<file path="config.mk">
export PLATFORM = sky130hd
export DESIGN_NAME = fetch_btb
export DESIGN_NICKNAME = d
export VERILOG_FILES = /design/src/rtl/fetch_btb.sv
export SDC_FILE = /design/constraint.sdc
export NUM_CORES = 1
export LEC_CHECK = 0
export CORE_UTILIZATION = 40
export DETAILED_ROUTE_END_ITERATION = 8
export PLACE_DENSITY = 0.54
export SLEW_MARGIN = 40
export SYNTH_ARGS = -nofsm -noshare
export SYNTH_HDL_FRONTEND = slang
export SYNTH_SLANG_ARGS = --single-unit
</file>
<file path="constraint.sdc">
create_clock -name clk -period 3.8 [get_ports clk]
set_input_delay 0.57 -clock clk [delete_from_list [all_inputs] [get_ports clk]]
set_output_delay 0.57 -clock clk [all_outputs]
set_load 0.05 [all_outputs]
</file>
<file path="src/rtl/fetch_btb.sv">
// fetch_btb: fetch-stage PC generator with a direct-mapped BTB of saturating counters.
// Define FETCH_ALIGN_ERR_EN to flag odd-PC fetches and keep them out of the BTB.
module fetch_btb #(
    parameter int          BTB_DEPTH = 16,
    parameter int          CTR_W     = 2,
    parameter logic [15:0] RESET_PC  = 16'h0000
) (
    input  logic        clk,
    input  logic        rst,
    input  logic        hold,
    input  logic        redirect,
    input  logic [15:0] redirect_pc,
    input  logic        upd_valid,
    input  logic [15:0] upd_pc,
    input  logic [15:0] upd_target,
    input  logic        upd_taken,
    output logic        imem_rd,
    output logic [15:0] imem_addr,
    input  logic [15:0] imem_data,
    input  logic        imem_done,
    output logic [15:0] instr_out,
    output logic        instr_valid,
    output logic [15:0] pc_out,
    output logic [15:0] pc_plus2,
    output logic        pred_taken,
    output logic [15:0] pred_target,
    output logic        fetch_stall,
    output logic        err
);
    localparam int               IDX_W    = $clog2(BTB_DEPTH);
    localparam int               TAG_W    = 15 - IDX_W;
    localparam logic [15:0]      NOP      = 16'h0800;
    localparam logic [CTR_W-1:0] CTR_MAX  = '1;
    localparam logic [CTR_W-1:0] CTR_WEAK = CTR_W'(1 << (CTR_W - 1));
`ifdef FETCH_ALIGN_ERR_EN
    localparam logic ALIGN_EN = 1'b1;
`else
    localparam logic ALIGN_EN = 1'b0;
`endif

    logic [15:0]      pc_q, pc_d;
    logic [BTB_DEPTH-1:0] btbValid_q;
    logic [TAG_W-1:0] btbTag_q    [BTB_DEPTH];
    logic [15:0]      btbTarget_q [BTB_DEPTH];
    logic [CTR_W-1:0] btbCtr_q    [BTB_DEPTH];

    logic [IDX_W-1:0] lkIdx, updIdx;
    logic [TAG_W-1:0] lkTag, updTag;
    logic             lkHit, updHit, oddPc, updOdd, updEn;
    logic             predTaken, accept;
    logic [15:0]      pcPlus2, predTarget;
    logic [CTR_W-1:0] updCtrOld, newCtr;
    logic             ctrWrEn, tgtWrEn, allocEn;

    assign oddPc  = ALIGN_EN & pc_q[0];
    assign updOdd = ALIGN_EN & upd_pc[0];

    assign lkIdx      = pc_q[IDX_W:1];
    assign lkTag      = pc_q[15:IDX_W+1];
    assign lkHit      = btbValid_q[lkIdx] && (btbTag_q[lkIdx] == lkTag);
    assign predTaken  = lkHit & btbCtr_q[lkIdx][CTR_W-1] & ~oddPc;
    assign pcPlus2    = pc_q + 16'd2;
    assign predTarget = predTaken ? btbTarget_q[lkIdx] : pcPlus2;

    assign updIdx    = upd_pc[IDX_W:1];
    assign updTag    = upd_pc[15:IDX_W+1];
    assign updHit    = btbValid_q[updIdx] && (btbTag_q[updIdx] == updTag);
    assign updCtrOld = btbCtr_q[updIdx];
    assign updEn     = upd_valid & ~updOdd;

    // Training decision: saturate on hits, allocate weakly-taken on taken misses.
    always_comb begin
        ctrWrEn = 1'b0;
        tgtWrEn = 1'b0;
        allocEn = 1'b0;
        newCtr  = updCtrOld;
        if (updEn) begin
            if (updHit) begin
                ctrWrEn = 1'b1;
                if (upd_taken) begin
                    tgtWrEn = 1'b1;
                    if (updCtrOld != CTR_MAX) newCtr = updCtrOld + 1'b1;
                end else if (updCtrOld != '0) begin
                    newCtr = updCtrOld - 1'b1;
                end
            end else if (upd_taken) begin
                allocEn = 1'b1;
                newCtr  = CTR_WEAK;
            end
        end
    end

    always_ff @(posedge clk or posedge rst) begin
        if (rst) btbValid_q <= '0;
        else if (allocEn) btbValid_q[updIdx] <= 1'b1;
    end

    // Payload needs no reset: it is only trusted once the valid bit is set.
    always_ff @(posedge clk) begin
        if (allocEn) btbTag_q[updIdx] <= updTag;
        if (allocEn || tgtWrEn) btbTarget_q[updIdx] <= upd_target;
        if (allocEn || ctrWrEn) btbCtr_q[updIdx] <= newCtr;
    end

    assign imem_rd = ~rst & ~hold & ~redirect;
    assign accept  = imem_rd & imem_done;

    always_comb begin
        pc_d = pc_q;
        if (redirect) pc_d = redirect_pc;
        else if (accept) pc_d = predTarget;
    end

    always_ff @(posedge clk or posedge rst) begin
        if (rst) pc_q <= RESET_PC;
        else pc_q <= pc_d;
    end

    assign imem_addr   = pc_q;
    assign instr_valid = accept;
    assign instr_out   = rst ? 16'h0000 : ((accept && !oddPc) ? imem_data : NOP);
    assign pc_out      = rst ? 16'h0000 : pc_q;
    assign pc_plus2    = rst ? 16'h0000 : pcPlus2;
    assign pred_taken  = ~rst & predTaken;
    assign pred_target = rst ? 16'h0000 : predTarget;
    assign fetch_stall = imem_rd & ~imem_done;
    assign err         = ALIGN_EN & imem_rd & pc_q[0];
endmodule
</file>
**After elaboration in Yosys (flattened, before gate mapping)**

Memory sizes are Yosys's and may differ from the RTL's.
Cells that the tools add are included.

- Add/sub/neg operators: 3
- Order comparisons: 3
- Equal/unequal tests: 3
- Multiplexer cells: 33
- Bitwise operators: 11
- Reductions and logical operators: 7

Operators by type and width:

| operator | count |
|---|---|
| 2-to-1 mux 16 bit | 8 |
| == test 11 bit | 2 |
| adder 16 x 2 -> 16 bit (second input constant) | 1 |
| 2-to-1 mux 1 bit | 16 |
| OR 16 bit | 1 |
| 2-to-1 mux 2 bit | 6 |
| < comparator 4 x 5 -> 1 bit (second input constant) | 2 |
| binary-select mux 1 bit (select 4 bit) | 2 |
| bitwise AND 1 bit | 6 |
| demux 1 bit (select 4 bit) | 1 |
| greater-or-equal comparator 4 x 1 -> 1 bit (second input constant) | 1 |
| NOT 1 bit | 4 |
| nonzero test 2 bit | 2 |
| logical AND 1 bit | 3 |
| adder 2 x 1 -> 2 bit (second input constant) | 1 |
| logical OR 1 bit | 2 |
| inequality test 2 bit (second input constant) | 1 |
| subtractor 2 x 1 -> 2 bit (second input constant) | 1 |

- Register bits after elaboration: 32
- Memory bits (writable): 464
- Input bits: 71
- Output and inout bits: 85
- Logic and storage cells: 65
- Memories kept: 3

Memory list:

| name | depth | width | read ports | clocked after memory_dff | wr ports | RTL line | text |
|---|---|---|---|---|---|---|---|
| btbTarget_q | 16 | 16 | 1 | 0 | 1 | 44 | `logic [15:0] btbTarget_q [BTB_DEPTH];` |
| btbTag_q | 16 | 11 | 2 | 0 | 1 | 43 | `logic [TAG_W-1:0] btbTag_q [BTB_DEPTH];` |
| btbCtr_q | 16 | 2 | 2 | 0 | 1 | 45 | `logic [CTR_W-1:0] btbCtr_q [BTB_DEPTH];` |

**Depth between registers and ports, before layout**

- Depth after elaboration: 8
- Mapped depth: 13
- Gate-level depth less buffers: 9

**Least setup slack after synthesis**

Ideal clock, no wire load.

- Path type: register to output
- Start: register pc_q[3] (netlist: imem_addr[3])
- End: output port pred_target[0]
- Data arrival time: 3919 ps
- Required time: 3230 ps
- Slack: -689 ps
- Stages on the path, launching flop included: 10
- Path buffers: 2
- Cells stage by stage: dfrtp_1 > buf_6 > mux4_2 > mux4_2 > xnor2_1 > o211ai_1 > or4_1 > buf_4 > a311o_1 > a21oi_1

- Word-level cells in the longest chain between the ends: 6
- Elaborated cells on any way between the ends: 10
- Those cells by class: eq/ne: 1; mux: 4; bitwise: 1; reduce/logical: 1; memory: 3

Ends and longest elaborated chain:

| what | RTL line | text |
|---|---|---|
| from (decl) | 41 | `logic [15:0] pc_q, pc_d;` |
| from (signal assigned) | 116 | `else pc_q <= pc_d;` |
| memory (16 x 11 bit) / binary-select mux 1 bit (select 4 bit) (equally long branches) | -- |  |
| == test 11 bit / 2-to-1 mux 1 bit (equally long branches) | 60 | `assign lkHit = btbValid_q[lkIdx] && (btbTag_q[lkIdx] == lkTag);` |
| logical AND 1 bit | 60 |  |
| bitwise AND 1 bit | 61 | `assign predTaken = lkHit & btbCtr_q[lkIdx][CTR_W-1] & ~oddPc;` |
| 2-to-1 mux 16 bit (*) | 63 | `assign predTarget = predTaken ? btbTarget_q[lkIdx] : pcPlus2;` |
| 2-to-1 mux 16 bit (*) | 125 | `assign pred_target = rst ? 16'h0000 : predTarget;` |
| to (decl) | 26 | `output logic [15:0] pred_target,` |

Mark *: on every way between the ends. The rest lies on a longest branch, timed or not. The select of a mux whose other input is x is not followed.

**Worst setup path in the final report**

- Start: register pc_q[1] (netlist: imem_addr[1])
- End: output port pred_target[3]

Same word-level chain as after synthesis.

==> out/results.ini <==
[yosys]
synthTopCellsByArea=edfxtp_1, mux4_2, dfrtp_1
ys_seq_area_share_pct=67.0
synth_top_area_share_pct=63.4
synth_flop_cell=edfxtp_1
yosys.area_share.simple_pct=6.20
synth_fa_ha_area_share_pct=0.102
synth_edf_count=464
synth_top_family_by_area=multiplexers
syn_nets=1267
syn_inst=1195
muxShareOfSynthArea_pct=21.0
synth_compound_area_share_pct=2.03
synthDistinctLibCells=55
synth_area_um2=22000
yosysTopAreaCell=edfxtp_1
async_flop_share_pct=6.45
synth_xor_area_share_pct=1.47
synth-seq-cells=496
synth_warnings=0
syn_avg_cell_area_um2=18.4

[sta]
period_minus_slack_ps=4520
slew_viol_final=0
slew_headroom_pct=55.9
hold_ws_ps=169
setup_violations=17
fmaxAchievable_ghz=0.221
worst_pin_slew_ps=662
rsz0062_at_grt=true
tns_ps=-10480
hold_violations=0
fin_crit_sh_pct=119
worst_slack_ps=-721
fin_skew_ps=12.8

[global_routing]
antenna_found_initial=1
overflow=0
grt_max_degree=65
grt_pass1_vias=13400
grt_pass1_wl_um=91900
grt_usage_pct=22.9

[run_status]
run_status=finished, violations left
violations=setup timing

[cells_and_area]
drive_gt1_share_pct=41.2
fill_cells=4315
n_antenna_cell=0
stdcell_area_um2=28800
final_common_cell=edfxtp_1
final_cell_mix=edfxtp_1, mux4_2, buf_4
final_cells=2255
areaGrowthSynthToFinish_pct=31.0
nets=1588

[die]
start_util_pct=40.7
dieArea_um2=55900
fp.dieW_um=236
io_pins=156
rows=85
die-height_um=236
fp.coreArea_um2=54000

[worst_setup_path]
worstSetupEndpointType=primary output
required_ps=3230
crit_path_start_kind=flop
arrival_ps=3950
crit_path_max_fanout=12
worstSetupPathType=reg -> out
ff2ff_setup_slack_ps=270

[power_and_ir_drop]
power_mw=13.8
p_leak_nw=9.78
ir_drop_mv=0.326
power_density_nw_per_um2=478

[placement]
dp.cells=2137
placed_area_um2=26500
portBuffers=153
globalplace.congestion=0.807
hpwl_um=41600

[clock_network]
cts_root_buffer=clkbuf_16
clock-sinks=496
cts_tree=done
cts.path.max_buffers=3
cts.clk_slew.worst_paths_ps=60
cts_inserted_buffers=52
clk_latency_ps=610
htreeDepth=2

[route]
finalWirelength_um=63500
vias=13000
drt_iter0_drc=1186
antenna_left=0
drc=0
dr.pass1.iters=5
wl_per_cell_um=28.2
vias_per_cell=5.76

[hold_path]
hold_path.class=in -> async

[run]
maxCapViolCount=0

## synth_stat cells, types with 8 or more instances
library cell,number
and2_1,13
edfxtp_1,464
buf_2,15
and3_1,17
dfrtp_1,32
mux2i_1,39
o21ai_0,8
xnor2_1,30
nor3_1,35
nand2b_1,8
nand4_1,9
clkbuf_1,55
mux4_2,185
o221ai_1,13
nor2_1,48
nor2b_1,17
nand3_1,11
nand2_1,75
buf_4,13
or2_2,17
## power breakdown
part / leakage (nW) / switching, mW / internal [mW]
Combinational: 4.36 / 1.17 / 1.07
Clock: 0.865 / 2.18 / 3.15
Sequential: 4.55 / 0.101 / 6.10
## registers in the layout, summed over array words and instances (netlist names)
signal	cells
btbTarget_q	256
btbTag_q	176
btbCtr_q	32
btbValid_q	16
imem_addr	16
## worst max-delay path: stages (launching register included)
cell and delay (ps):
dfrtp_4 550, clkbuf_16 200, mux4_2 510, mux2i_2 230, buf_4 150, xnor2_1 70, nor2_2 160, o211ai_1 100
or4_4 510, buf_12 180, buf_12 140, mux2i_1 190, buf_4 160, nor2_4 40, buf_8 150
## what timing repair did
item                                    CTS  global route
gates cloned                              0             2
resized for setup                        38            30
hold endpoints to repair                  0             0
hold buffers                              0             0
pin swaps                                 8            15
setup buffers                            15            12
endpoints found under the setup margin   27            24
## routing by layer
layer  track usage [%]  part of all wire, %  up-vias
met4              5.51                  2.1        2
met2              36.7                   47      497
met1              32.9                   44     6868
met5                 0                0.020        -
met3              3.77                  6.6       85
li1                  -                    -     5526
## cells by family (layout without fill, tap and decap cells)
logic type,count (synthesis),count (layout)
compound gates,59,59
xor+xnor,37,37
fa+ha+maj,2,2
buf+inv,101,465
flops,496,496
mux,229,229
other cells,1,1
simple gates,270,270
## metrics by stage
stage | setup slack (ps) | util, %
final | -721 | 53.3
after global routing | -854 | 53.3
after CTS | -731 | 52.8
after detailed placement | -207 | 49.0
after global placement | -207 | 49.0
after floorplan | -214 | -
## path summary, 6_finish.rpt
| path | from | to | cells after the start |
|---|---|---|---|
| worst max-delay path | imem_addr[1]$_DFFE_PP0P_ | pred_target[3] | 14 |
| worst min-delay path | rst | imem_addr[12]$_DFFE_PP0P_ | 2 |
| worst max register to register | imem_addr[1]$_DFFE_PP0P_ | imem_addr[3]$_DFFE_PP0P_ | 14 |
| worst min register to register | btbValid_q[14]$_DFFE_PP0N_ | btbValid_q[14]$_DFFE_PP0N_ | 1 |
| max in group asynchronous | rst | imem_addr[2]$_DFFE_PP0P_ | 3 |
| min in group clk | btbValid_q[14]$_DFFE_PP0N_ | btbValid_q[14]$_DFFE_PP0N_ | 1 |
## cell type report
cell class                 instances  area (µm²)  area share (%)
tap                              696         871            3.02
multi-input combinational        598        7220            25.1
inverter                           8        31.3           0.109
timing repair buffer             360        4130            14.3
sequential                       496       14700            51.2
clock inverter                    31         392            1.36
clock buffer                      66        1390            4.84
Power figures use the tool's default switching activity.
